[config.mk]
export PLATFORM = sky130hd
export DESIGN_NAME = accel_buffer_mc
export DESIGN_NICKNAME = d
export VERILOG_FILES = /design/src/rtl/accel_buffer_mc.sv
export SDC_FILE = /design/constraint.sdc
export NUM_CORES = 2
export LEC_CHECK = 0
export CORE_MARGIN = 2
export CORE_UTILIZATION = 60
export DETAILED_ROUTE_END_ITERATION = 8
export PLACE_DENSITY = 0.78
export SLEW_MARGIN = 10
export SYNTH_ARGS = -nofsm -noshare
export SYNTH_HDL_FRONTEND = slang
export SYNTH_SLANG_ARGS = --single-unit
[constraint.sdc]
create_clock -name accel_clk -period 7.4 [get_ports accel_clk]
set_clock_uncertainty 0.15 [all_clocks]
set_input_delay 1.11 -clock accel_clk [delete_from_list [all_inputs] [get_ports accel_clk]]
set_output_delay 1.11 -clock accel_clk [all_outputs]
set_load 0.01 [all_outputs]
[src/rtl/accel_buffer_mc.sv]
// Multi-channel AXI-Stream ingress buffer: N_CH independent FIFOs merged onto one
// output stream with packet-atomic round-robin arbitration and a source-channel tag.
module accel_buffer_mc #(
    parameter  int N_CH         = 4,
    parameter  int BUFF_DEPTH   = 16,
    parameter  int BUFF_WORD    = 32,
    parameter  int PROG_FULL_N  = 5,
    parameter  int PROG_EMPTY_N = 5,
    localparam int CH_W         = (N_CH > 1) ? $clog2(N_CH) : 1,
    localparam int LW           = $clog2(BUFF_DEPTH) + 1
) (
    input  logic                      accel_clk,
    input  logic                      rst_n,
    input  logic [N_CH*BUFF_WORD-1:0] s_tdata,
    input  logic [N_CH-1:0]           s_tvalid,
    input  logic [N_CH-1:0]           s_tlast,
    output logic [N_CH-1:0]           s_tready,
    output logic [BUFF_WORD-1:0]      m_tdata,
    output logic                      m_tvalid,
    output logic                      m_tlast,
    output logic [CH_W-1:0]           m_tdest,
    input  logic                      m_tready,
    input  logic [N_CH-1:0]           flush,
    output logic [N_CH*LW-1:0]        level,
    output logic [N_CH-1:0]           prog_full,
    output logic [N_CH-1:0]           prog_empty
);

    localparam int AW = $clog2(BUFF_DEPTH);
    localparam logic [LW-1:0] FULL_LVL = LW'(BUFF_DEPTH);
    localparam logic [LW-1:0] PF_TH    = LW'(BUFF_DEPTH - PROG_FULL_N);
    localparam logic [LW-1:0] PE_TH    = LW'(PROG_EMPTY_N);

    typedef enum logic {ST_IDLE, ST_LOCK} state_t;

    logic [BUFF_WORD:0] r_mem   [N_CH][BUFF_DEPTH];
    logic [AW-1:0]      r_wptr  [N_CH];
    logic [AW-1:0]      r_rptr  [N_CH];
    logic [LW-1:0]      r_level [N_CH];
    state_t             r_state;
    logic [CH_W-1:0]    r_grant;
    logic [CH_W-1:0]    r_rr_ptr;

    logic [N_CH-1:0]    w_wr;
    logic [N_CH-1:0]    w_rd;
    logic [N_CH-1:0]    w_req;
    logic               w_pop;
    logic [CH_W-1:0]    w_arb_idx;
    logic [CH_W-1:0]    w_rr_next;
    logic [BUFF_WORD:0] w_head;

    // NOTE: every combinational output gets a default before the loop, so no latch is inferred.
    always_comb begin
        s_tready   = '0;
        w_wr       = '0;
        w_rd       = '0;
        w_req      = '0;
        level      = '0;
        prog_full  = '0;
        prog_empty = '0;
        for (int i = 0; i < N_CH; i++) begin
            s_tready[i]         = rst_n && (r_level[i] != FULL_LVL) && !flush[i];
            w_wr[i]             = s_tvalid[i] && s_tready[i];
            w_rd[i]             = w_pop && (r_grant == CH_W'(i)) && !flush[i];
            w_req[i]            = (r_level[i] != '0) && !flush[i];
            level[i*LW +: LW]   = r_level[i];
            prog_full[i]        = r_level[i] >= PF_TH;
            prog_empty[i]       = r_level[i] <= PE_TH;
        end
    end

    // Descending scan so the closest requester at or above rr_ptr is the last one written.
    always_comb begin
        w_arb_idx = r_rr_ptr;
        for (int k = N_CH - 1; k >= 0; k--) begin
            if (w_req[(int'(r_rr_ptr) + k) % N_CH])
                w_arb_idx = CH_W'((int'(r_rr_ptr) + k) % N_CH);
        end
    end

    assign w_rr_next = (r_grant == CH_W'(N_CH - 1)) ? '0 : r_grant + 1'b1;
    assign w_head    = r_mem[r_grant][r_rptr[r_grant]];
    assign m_tvalid  = (r_state == ST_LOCK) && (r_level[r_grant] != '0);
    assign m_tdata   = w_head[BUFF_WORD-1:0];
    assign m_tlast   = m_tvalid && w_head[BUFF_WORD];
    assign m_tdest   = r_grant;
    assign w_pop     = m_tvalid && m_tready;

    // NOTE: the storage array has no reset; level and pointers alone decide which entries are live.
    always_ff @(posedge accel_clk) begin
        for (int i = 0; i < N_CH; i++) begin
            if (w_wr[i])
                r_mem[i][r_wptr[i]] <= {s_tlast[i], s_tdata[i*BUFF_WORD +: BUFF_WORD]};
        end
    end

    // NOTE: state registers use non-blocking assignments so every channel sees pre-edge values.
    always_ff @(posedge accel_clk or negedge rst_n) begin
        if (!rst_n) begin
            for (int i = 0; i < N_CH; i++) begin
                r_wptr[i]  <= '0;
                r_rptr[i]  <= '0;
                r_level[i] <= '0;
            end
        end else begin
            for (int i = 0; i < N_CH; i++) begin
                if (flush[i]) begin
                    r_wptr[i]  <= '0;
                    r_rptr[i]  <= '0;
                    r_level[i] <= '0;
                end else begin
                    if (w_wr[i])
                        r_wptr[i] <= r_wptr[i] + 1'b1;
                    if (w_rd[i])
                        r_rptr[i] <= r_rptr[i] + 1'b1;
                    if (w_wr[i] && !w_rd[i])
                        r_level[i] <= r_level[i] + 1'b1;
                    else if (!w_wr[i] && w_rd[i])
                        r_level[i] <= r_level[i] - 1'b1;
                end
            end
        end
    end

    // A flush of the granted channel wins over a simultaneous tlast handshake.
    always_ff @(posedge accel_clk or negedge rst_n) begin
        if (!rst_n) begin
            r_state  <= ST_IDLE;
            r_grant  <= '0;
            r_rr_ptr <= '0;
        end else begin
            case (r_state)
                ST_IDLE: begin
                    if (|w_req) begin
                        r_grant <= w_arb_idx;
                        r_state <= ST_LOCK;
                    end
                end
                ST_LOCK: begin
                    if (flush[r_grant]) begin
                        r_state <= ST_IDLE;
                    end else if (w_pop && m_tlast) begin
                        r_rr_ptr <= w_rr_next;
                        r_state  <= ST_IDLE;
                    end
                end
                default: r_state <= ST_IDLE;
            endcase
        end
    end

endmodule
==> flow_summary_export.csv <==
group,metric,value,unit
route,top_layer_used,"met5",
synthesis,ys_seq_area_share,74.9,%
floorplanning,die_area,147000,um^2
route,dr_wl_met3,33900,um
synthesis,synth_top_area_cell,"edfxtp_1",
timing,fmax,0.152,GHz
synthesis,ys_types,54,
floorplanning,design.core.area,143000,um^2
route,routed_wl,257000,um
floorplanning,row_count,139,
route,wl_met2,120000,um
run_status,status,"completed",
route,drc,0,
synthesis,synth-compound-area-share,1.69,%
clock_network,post_cts.repair.setup_buffers,0,
worst_setup_path,critical_path.startpoint,"m_tdest[1]",
worst_setup_path,cp_max_fo,23,
route,vias,47100,
synthesis,synthArstFlopShare,2.63,%
layout,seq_area,64900,um^2
worst_setup_path,timing.rr.end,"level[4]",
worst_setup_path,r2r_cells,11,
worst_setup_path,cp.depth,6,
synthesis,synth_fa_ha_area_share,0.627,%
grt,grt_pass1_vias,46700,
synthesis,synth_top_family_by_area,"multiplexers",
timing,setup-violations-final,0,
worst_setup_path,cp_num_buf_inv,2,
timing,fin_tns_setup,0,ps
layout,final_cell_area,97800,um^2
worst_setup_path,critPathLaunchType,"register",
synthesis,synth_area_leaders,"edfxtp_1, mux2i_1, mux4_2, dfrtp_1, o22ai_1",
synthesis,yosysWarnings,0,
route,wl_per_cell,38.4,um
floorplanning,die_h,384,um
floorplanning,dieWidth,384,um
job,max_cap_viol_count,0,
clock_network,clockBufferDepth,3,
layout,multiInputGateArea,20700,um^2
place,hpwlAfterDp,129000,um
timing,maxSlewHeadroom,15.6,%
synthesis,synthSimpleGateAreaFrac,1.56,%
synthesis,synth_flop_cell,"edfxtp_1",
clock_network,cts.clk_slew.worst_paths,60,ps
timing,tightest_slew,1260,ps
layout,fin_nets,4802,
power,cellLeakagePower,29.8,nW
layout,num-fill-cells,8826,
clock_network,h-tree-depth,4,
clock_network,clk_latency,840,ps
grt,grt_max_degree,129,
place,dp.cells,6313,
worst_setup_path,slowest_stage,"nand2_2",
grt,antenna_found_initial,14,
place,numPortBuffers,210,
synthesis,syn-num-nets,4494,
worst_hold_path,hold_class,"in2async",
clock_network,cts-buffers-inserted,206,
synthesis,avgSynthCellArea,20.1,um^2
worst_setup_path,cp.arrival,5310,ps
grt,grt_pass1_wl,354000,um
clock_network,cts_sinks,2169,
floorplanning,io_pins,211,
synthesis,yosysTopAreaCellShare,73.3,%
route,ant_nets,0,
timing,hold_violations,0,
clock_network,cts_tree,"done",
synthesis,synth_xor_area_share,0.253,%
power,ir_worst_vdd,0.293,mV
synthesis,ys_ff_latch,2169,
grt,overflow,0,
worst_setup_path,cp-end-kind,"primary output",
layout,final_util,68.1,%
synthesis,synth_edf_count,2112,
clock_network,cts_resized,0,
worst_setup_path,r2r_start,"m_tdest[0]",
power,power_density,294,nW/um^2
timing,min_period_over_period,88.8,%
timing,holdWs,202,ps
layout,layout-area-overhead-vs-synth,13.0,%
layout,mostFrequentLayoutCells,"edfxtp_1, mux2i_1, mux4_2",
synthesis,netlist_area,86500,um^2
timing,rsz0062_at_grt,"false",
clock_network,ctsRootBufferMaster,"clkbuf_16",
place,gp_congestion,0.817,
route,via_per_inst,7.04,
route,drt-met1-wl,89100,um
route,first_iter_violations,8004,
place,dpl_cell_area,91300,um^2
layout,stdcell_count,6695,
worst_setup_path,endpoint,"m_tdata[29]",
timing,post-route-min-period,6570,ps
worst_setup_path,critPathTopFamily,"simple AND/OR/NAND/NOR gates",
worst_setup_path,cp.required,6140,ps
worst_setup_path,rrSetupSlack,2270,ps
clock_network,hold_buffers,0,
floorplanning,start_util,60.3,%
worst_setup_path,slowest_delay,950,ps
layout,drive_above_1_share,16.0,%
synthesis,synthCells,4310,
layout,mostFrequentLayoutCell,"edfxtp_1",
grt,grt_usage,35.0,%
worst_setup_path,path_cells,"buf_4 -> mux2i_1 -> nand2_2 -> o22ai_1 -> or4_1 -> clkdlybuf4s50_1",
timing,report.final.slew_viol_count,0,
synthesis,synth.area.mux_share,19.4,%
route,drt_pass1_iterations,5,
worst_setup_path,crit_type,"reg2out",
## cells in the mapped netlist (5+ instances only)
library cell  number
edfxtp_1        2112
mux2i_1         1044
mux4_2           278
o22ai_1          137
clkbuf_1         128
dfrtp_1           57
nor2_1            54
nand2_1           51
buf_2             42
inv_1             38
ha_1              37
or4_1             35
buf_6             33
and2_1            27
a21oi_1           20
nor4_1            20
nand3_1           17
nor3_1            17
o21ai_0           14
buf_4             13
xnor2_1           13
nand4_1           12
xor2_1            12
a21o_1             9
nand2b_1           9
o21ai_1            8
and3_1             7
mux2_1             5
o211ai_1           5
o31ai_1            5
## state kept, by name, indices dropped and copies added (netlist names)
register,cells
r_rr_ptr,2
level,20
r_state,1
r_rptr,16
r_mem,2112
m_tdest,2
r_wptr,16
## where the power goes
part	switching [W]	total [W]	internal [W]
registers	0.000131	0.0137	0.0136
logic	0.00257	0.00487	0.00230
clock network	0.00455	0.0102	0.00566
## layer usage
layer  up-vias  global-route usage [%]
met5         -                       0
met4        20                    17.2
met3       777                    9.07
met2      3908                    54.5
met1     24200                    46.5
li1      18200                       -
## worst min path at each step
stage	from	end	slack (ps)	cells past startpoint
floorplan	r_rptr[15]	r_rptr[15]	360	2
global placement	r_rptr[3]	r_rptr[3]	400	2
detailed placement	r_rptr[15]	r_rptr[15]	400	2
CTS	rst_n	level[0]	170	1
global route	rst_n	level[0]	220	1
finish	rst_n	level[0]	200	1
## metrics by stage
step                      setup WS [ps]  total power [W]
after global routing                829           0.0294
after detailed placement           1900           0.0188
after CTS                           941           0.0287
after global placement             1990           0.0187
after floorplan                    1760           0.0172
final                               827           0.0288
## cells by family after synthesis
family	after synthesis
AND/OR/NAND/NOR	258
buffers and inverters	260
multiplexers	1329
adder cells (fa/ha/maj)	41
XOR/XNOR	25
flip-flops	2169
AO/OA/AOI/OAI	228
## layout make-up
type / count / area share (%)
timing repair buffer: 320 / 3.23
sequential: 2169 / 66.3
multi-input combinational: 1881 / 21.2
antenna: 9 / 0.0230
clock inverter: 128 / 1.13
clock buffer: 245 / 5.45
tap: 1903 / 2.44
inverter: 40 / 0.178
No activity file was read; power rests on OpenSTA's default activity.
